## src/rtl/micropro_32bit.sv

```systemverilog
// Single-cycle R-type execution core: 32x32 register file, one ALU op per clock,
// registered result/invalid outputs. No fetch, memory or branch logic.
module micropro_32bit (
  input  logic        clk,
  input  logic        rst,
  input  logic [31:0] instr,
  output logic [31:0] result,
  output logic        invalid
);

  logic [6:0]  funct7;
  logic [4:0]  rs2;
  logic [4:0]  rs1;
  logic [2:0]  funct3;
  logic [4:0]  rd;
  logic [6:0]  opcode;

  assign funct7 = instr[31:25];
  assign rs2    = instr[24:20];
  assign rs1    = instr[19:15];
  assign funct3 = instr[14:12];
  assign rd     = instr[11:7];
  assign opcode = instr[6:0];

  logic [31:0] regs [32];
  logic [31:0] op_a;
  logic [31:0] op_b;
  logic [4:0]  shamt;
  logic [31:0] alu;
  logic        ok;

  // x0 reads as zero regardless of storage contents.
  assign op_a  = (rs1 == 5'd0) ? 32'd0 : regs[rs1];
  assign op_b  = (rs2 == 5'd0) ? 32'd0 : regs[rs2];
  assign shamt = op_b[4:0];

  always_comb begin
    alu = 32'd0;
    ok  = 1'b0;
    if (funct7 == 7'b0000000) begin
      unique case (opcode)
        7'b0000001: begin
          ok = (funct3 == 3'b000) || (funct3 == 3'b001);
          alu = (funct3 == 3'b001) ? (op_a - op_b) : (op_a + op_b);
        end
        7'b0000011: begin
          ok = 1'b1;
          case (funct3)
            3'b000:  alu = op_a << shamt;
            3'b001:  alu = op_a >> shamt;
            3'b010:  alu = $unsigned($signed(op_a) >>> shamt);
            default: ok  = 1'b0;
          endcase
        end
        7'b0000111: begin
          ok = 1'b1;
          case (funct3)
            3'b000:  alu = {31'd0, $signed(op_a) < $signed(op_b)};
            3'b001:  alu = {31'd0, op_a < op_b};
            default: ok  = 1'b0;
          endcase
        end
        7'b0001111: begin
          ok = 1'b1;
          case (funct3)
            3'b000:  alu = op_a ^ op_b;
            3'b001:  alu = op_a | op_b;
            3'b010:  alu = op_a & op_b;
            default: ok  = 1'b0;
          endcase
        end
        default: ok = 1'b0;
      endcase
    end
  end

  // Reset preloads x[i] = i so operands are meaningful without a load path.
  always_ff @(posedge clk or posedge rst) begin
    if (rst) begin
      for (int i = 0; i < 32; i++) regs[i] <= 32'(i);
    end else if (ok && (rd != 5'd0)) begin
      regs[rd] <= alu;
    end
  end

  always_ff @(posedge clk or posedge rst) begin
    if (rst) begin
      result  <= 32'd0;
      invalid <= 1'b0;
    end else begin
      invalid <= ~ok;
      if (ok) result <= alu;
    end
  end

endmodule

```

## config.mk

```make
export PLATFORM = sky130hd
export DESIGN_NAME = micropro_32bit
export DESIGN_NICKNAME = d
export VERILOG_FILES = /design/src/rtl/micropro_32bit.sv
export SDC_FILE = /design/constraint.sdc
export NUM_CORES = 2
export LEC_CHECK = 0
export ABC_CLOCK_PERIOD_IN_PS = 69600
export BUFFER_PORTS_ARGS = -buffer_cell sky130_fd_sc_hd__buf_4
export CAP_MARGIN = 30
export CORE_ASPECT_RATIO = 1.1
export CORE_MARGIN = 3
export CORE_UTILIZATION = 51
export CTS_CLUSTER_DIAMETER = 30
export DETAILED_ROUTE_END_ITERATION = 6
export GPL_TIMING_DRIVEN = 1
export PLACE_DENSITY = 0.67
export SETUP_SLACK_MARGIN = 0.1
export SLEW_MARGIN = 20
export SYNTH_ARGS = -nofsm -noshare
export SYNTH_HDL_FRONTEND = slang
export SYNTH_SLANG_ARGS = --single-unit
```

## constraint.sdc

```tcl
create_clock -name clk -period 69.6 [get_ports clk]
set_input_delay 6.96 -clock clk [delete_from_list [all_inputs] [get_ports clk]]
set_output_delay 6.96 -clock clk [all_outputs]
set_load 0.005 [all_outputs]
```

# Word-level counts from Yosys, hierarchy flattened
# Cells that the tools add are included.
# W data, S select, Z words.
totals:
  reg_bits: 1057
  in_bits: 34
  output_inout_bits: 33
  elab_cells: 90
op_classes:
  addsub: 2
  order_cmp: 6
  n_eq_ne: 6
  shift: 3
  mux: 21
  bitwise: 7
  n_reduce_logical: 11
op_table:
  columns: ["operator", "n"]
  rows:
  - ["$bwmux W1024", 1]
  - ["$bmux W32 S5", 2]
  - ["$mux W32", 9]
  - ["$pmux W32 S3", 2]
  - ["$demux W32 S5", 1]
  - ["$pmux W32 S4", 1]
  - ["$lt A32 B32 Y1", 2]
  - ["$add A32 B32 Y32", 1]
  - ["$and A32 B32 Y32", 1]
  - ["$or A32 B32 Y32", 1]
  - ["$shl A32 B5 Y32", 1]
  - ["$shr A32 B5 Y32", 1]
  - ["$sshr A32 B5 Y32", 1]
  - ["$sub A32 B32 Y32", 1]
  - ["$xor A32 B32 Y32", 1]
  - ["$ge A6 B6 Y1 const B", 3]
  - ["$not A5 Y6", 3]
  - ["$logic_not A5 Y1", 2]
  - ["$eq A7 B1 Y1 const B", 1]
  - ["$eq A7 B2 Y1 const B", 1]
  - ["$eq A7 B3 Y1 const B", 1]
  - ["$eq A7 B4 Y1 const B", 1]
  - ["$logic_not A7 Y1", 1]
  - ["$lt A6 B1 Y1 const B", 1]
  - ["other kinds (12)", 16]

# Longest topological paths before layout
logic_depth:
  depth_word: 10
  depth_mapped: 26

# Least setup slack after synthesis
# No wires, ideal clock.
synth_path:
  kind: "input to register"
  startpoint: "input port instr[20]"
  endpoint: "register regs[439] (netlist bit)"
  setup_ns: 0.133
  t_arrival_ns: 13.168
  required_time_ns: 69.467
  path_slack_ns: 56.299
  stages: 25
  n_path_buf: 9
  cell_sequence: "buf_6 -> buf_8 -> buf_12 -> buf_4 -> buf_1 -> clkbuf_1 -> buf_1 -> mux4_2 -> mux4_2 -> mux2_2 -> nand2_1 -> ha_1 -> clkbuf_1 -> a21o_1 -> a21oi_1 -> nor3_1 -> a2111oi_0 -> nor3_1 -> or4_1 -> o311ai_0 -> o22a_1 -> o21ai_0 -> nor3_1 -> clkbuf_1 -> o21ai_0"
synth_via:
  elab_chain_cells: 10
  elab_cells_between_ends: 20
  cone_classes: "2 x add/sub; 3 x shift; 10 x mux; 4 x bitwise; 1 x reduce/logical"
synth_lines:
  columns: ["item", "line", "text"]
  rows:
  - ["from (decl)", "6", "input logic [31:0] instr,"]
  - ["$not A5 Y6 (not written as such)", "34", "assign op_b = (rs2 == 5'd0) ? 32'd0 : regs[rs2];"]
  - ["$bmux W32 S5", "34", null]
  - ["$mux W32 (not written as such) (2 in series)", "34", null]
  - ["$mux W32 *", "34", null]
  - ["$add A32 B32 Y32, or another cell as far along", "44", "alu = (funct3 == 3'b001) ? (op_a - op_b) : (op_a + op_b);"]
  - ["$mux W32, or another cell as far along", "44", null]
  - ["$pmux W32 S4 *", "41", "unique case (opcode)"]
  - ["$mux W32 *", "40", "if (funct7 == 7'b0000000) begin"]
  - ["$bwmux W1024 *", "82", "regs[rd] <= alu;"]
  - ["to (signal, indexed assignment)", "82", null]
  - ["to (decl)", "25", "logic [31:0] regs [32];"]
# Mark *: on every way between the ends. The rest lies on a longest branch, timed or not. The select of a mux whose other input is x is not followed.
# A chain may end at the register's enable or synchronous reset.

# Worst setup path after layout
layout_path:
  startpoint: "input port instr[15]"
  endpoint: "register regs[788] (netlist bit)"
layout_via:
  elab_chain_cells: 10
  elab_cells_between_ends: 20
  cone_classes: "2 x add/sub; 3 x shift; 10 x mux; 4 x bitwise; 1 x reduce/logical"
layout_lines:
  columns: ["item", "line", "text"]
  rows:
  - ["$not A5 Y6 (not written as such)", "33", "assign op_a = (rs1 == 5'd0) ? 32'd0 : regs[rs1];"]
  - ["$bmux W32 S5", "33", null]
  - ["$mux W32 (not written as such) (2 in series)", "33", null]
  - ["$mux W32 *", "33", null]
  - ["$add A32 B32 Y32, or another cell as far along", "44", null]
  - ["$mux W32, or another cell as far along", "44", null]
  - ["$pmux W32 S4 *", "41", null]
  - ["$mux W32 *", "40", null]
  - ["$bwmux W1024 *", "82", null]
# Marked as above.

==> flow_summary.toml <==
[synthesis]
synth_seq_cells = 1057
async_reset_ff_share_pct = 100
synth_top_family_by_area = "multiplexers"
synthSimpleGateAreaFrac_pct = 11.0
yosys_warnings = 0
synth_nets = 6214
syn_area_um2 = 63300
synth_edf_count = 0
seq_area_frac_synth_pct = 41.9
syn_area_per_cell_um2 = 10.4
syn_inst = 6079
synth-xor-area-share_pct = 0.304
muxShareOfSynthArea_pct = 24.4
synth_cell_types = 107
synth_compound_area_share_pct = 15.2
synth_fa_ha_area_share_pct = 2.02
ys.flop_type = "dfrtp_1"

[cts]
clk_path_buf_depth = 3
tritoncts = "yes"
clockRootBuffer = "clkbuf_16"
clk_pin_slew_worst_paths_ps = 60
cts_max_level = 4
post_cts_resized = 0
cts_buffers = 209
clkLatencyLatePin_ps = 850
postCtsHoldBufs = 0
clkSinkCount = 1057
postCtsSetupRepairBufs = 0

[floorplanning]
coreArea_um2 = 122000
io_pins = 67
die_area_um2 = 128000
die_w_um = 342
fp.dieH_um = 376
start_util_pct = 51.8
rows = 134

[sta]
worst_slew_pin_slew_ps = 1130
skew_ps = 71.4
slew_headroom_pct = 24.6
fmax_mhz = 67.3
period_share_pct = 21.3
finalCriticalPeriod_ps = 14850
slew_viol_final = 0
holdWs_ps = 397
setup_slack_ps = 54750
setup-tns-final_ps = 0
grt_setup_unrepaired = "no"
hold_violations = 0
setup_violations = 0

[worst_setup_path]
end_kind = "flip-flop"
r2r_cells = 17
cp_data_required_time_ps = 70260
critical-path-max-stage-delay_ps = 780
cp_cell_sequence = "buf_8 > buf_4 > buf_4 > buf_4 > mux4_2 > a22oi_1 > nand4_1 > and3_1 > inv_2 > fa_1 > nor2_1 > o311ai_0 > nand3_1 > a21oi_1 > o21ai_0 > a311o_1 > nor2_1 > a21oi_1 > xnor2_1 > o221a_2 > o21ai_0"
cp_max_fo = 59
cp-startpoint = "instr[15]"
r2r-start = "regs[386]$_DFFE_PP0P_"
rrSetupSlack_ps = 62470
reg2reg_to = "regs[788]$_DFFE_PP0P_"
crit_arrival_ps = 15520
cp-endpoint = "regs[788]$_DFFE_PP0P_"
critical_path.startpoint_type = "primary input"
crit_top_cell = "buf_4"
crit_type = "in2reg"
slowest_stage = "o311ai_0"

[drt]
drt_iter0_markers = 6571
wl_per_cell_um = 30.5
drc = 0
vias = 52700
firstDrtPassIters = 6
drt-vias-per-instance = 6.81
routed_wl_um = 236000
ant_nets = 0

[grt]
grt_usage_pct = 36.7
grt_pass1_vias = 52100
grt_max_degree = 173
antenna_found_initial = 10
overflow = 0
grt_pass1_wl_um = 348000

[job]
max_cap_violations = 0

[placed_design]
hpwl_um = 148000
dp_slack_ps = 54180
io_buffers = 66
gp_congestion = 1.03
post-place-cells = 7332

[power]
vdd_drop_max_uv = 21.0
power_leakage_nw = 31.0
power_density_nw_per_um2 = 25.4

[cells_and_area]
layout.cells.non_filler = 7741
drive_gt1_share_pct = 24.0
syn_to_final_growth_pct = 15.1
final_util_pct = 59.6
final_nets = 6053

[min_path]
hold_path_class = "reg2reg"

[outcome]
status = "complete, no violations"
## critical path: cells and delay by family
family          cells  cell delay [ps]
simple gates        5             1380
xor+xnor            1              380
compound gates      8             3150
mux                 1              570
fa+ha+maj           1              240
buf+inv             5             2700
## area by class of cell
class,instances,area (um2)
Fill cell,9826,49400
Multi-Input combinational cell,4293,33900
Sequential cell,1057,26600
Clock buffer,252,5690
Timing Repair Buffer,256,2210
Clock inverter,145,2100
Tap cell,1632,2040
Inverter,101,395
Antenna cell,5,12.5
## synth_stat cells, types with 7 or more instances
cell type  instances  area [um2]
dfrtp_1          977       24400
xnor2_1           20         175
mux4_2           512       11500
buf_1             46         173
ha_1              99        1240
o21bai_1          11        82.6
o31ai_1           37         278
clkbuf_2          16        80.1
nand2_1          873        3280
o211ai_1          17         128
buf_2             79         395
buf_6             27         304
o221ai_1          13         114
a31oi_1           78         488
nor2_1           507        1900
inv_1             92         345
a221oi_1          11        96.3
o21ai_1           97         485
o22a_1            63         552
nor4_1            11        68.8
o21ai_0          594        2970
a22oi_1           80         601
a211oi_1          27         203
a221o_1            7        70.1
and2_1            10        62.6
clkbuf_1         424        1590
nor2b_1           10        62.6
dfstp_2           80        2100
a211o_1            7        61.3
a21oi_1          395        1980
nand2b_1          14        87.6
a22o_1            13         114
buf_4             30         225
nand4_1           68         425
o22ai_1           44         275
and3_1            38         238
or2_2              7        43.8
mux2i_1          264        2640
nor3_1            60         300
mux2_2           106        1190
nand3_1           31         155
a21o_1            18         135
or3_1             14        87.6
a41oi_1            8        70.1
## flip-flops by register name (all words and copies together) (netlist names)
name / count
regs: 1024
result: 32
invalid: 1
## worst min-delay path by stage
stage,from,endpoint,cells past startpoint
6_report,regs[1014]$_DFFE_PP0P_,regs[1014]$_DFFE_PP0P_,0
2_1_floorplan,regs[1001]$_DFFE_PP0P_,regs[1001]$_DFFE_PP0P_,1
3_3_place_gp,regs[995]$_DFFE_PP0P_,regs[995]$_DFFE_PP0P_,0
4_1_cts,regs[1017]$_DFFE_PP0P_,regs[1017]$_DFFE_PP0P_,0
3_5_place_dp,regs[992]$_DFFE_PP0P_,regs[992]$_DFFE_PP0P_,0
5_1_grt,regs[1014]$_DFFE_PP0P_,regs[1014]$_DFFE_PP0P_,0
## cell families after synthesis
group / after synthesis
buf+inv: 729
xor+xnor: 22
mux: 886
compound gates: 1609
fa+ha+maj: 101
flops: 1057
simple gates: 1675
## layout by cell type (no fill, tap or decap), types with 13 or more instances in the layout
cell,count
o211ai_1,17
nand4_1,68
mux4_2,512
nand2_1,844
o221ai_1,13
mux2i_1,263
clkinvlp_4,25
a21oi_1,387
a31oi_1,76
nor2_2,17
nand3_1,31
o21ai_0,592
a211oi_1,25
ha_1,99
o22a_1,63
nor2_1,492
clkbuf_1,14
mux2_2,106
nor3_1,57
inv_6,35
and3_1,38
bufinv_16,35
clkbuf_16,210
a21o_1,18
nand2_2,28
clkinv_2,26
dfrtp_1,977
a22oi_1,80
dfstp_2,80
clkbuf_8,28
buf_4,228
o22ai_1,44
xnor2_1,20
a22o_1,13
inv_1,89
o31ai_1,37
nand2b_1,14
or3_1,13
o21ai_1,97
## report_power, final
part | internal [mW] | leakage, nW | switching, mW
Combinational | 0.0421 | 12.8 | 0.102
Sequential | 0.616 | 14.5 | 0.00000395
Clock | 0.721 | 3.74 | 0.370
## metrics by stage
stage          power [mW]  area (um2)
2_1_floorplan       0.720       63300
3_3_place_gp        0.766       64700
3_5_place_dp        0.765       64900
4_1_cts              1.85       72700
5_1_grt              1.90       72800
6_report             1.85       72800
## per-layer routing
metal	GRT usage [%]	wire (um)	vias up	share of wire [%]
met3	9.92	26900	735	11
li1	-	-	22100	-
met4	18.8	13300	4	5.6
met5	0	34	-	0.014
met1	49.2	90400	26600	38
met2	55.0	106000	3267	45
Note: power is estimated with default switching activity, not from simulation.
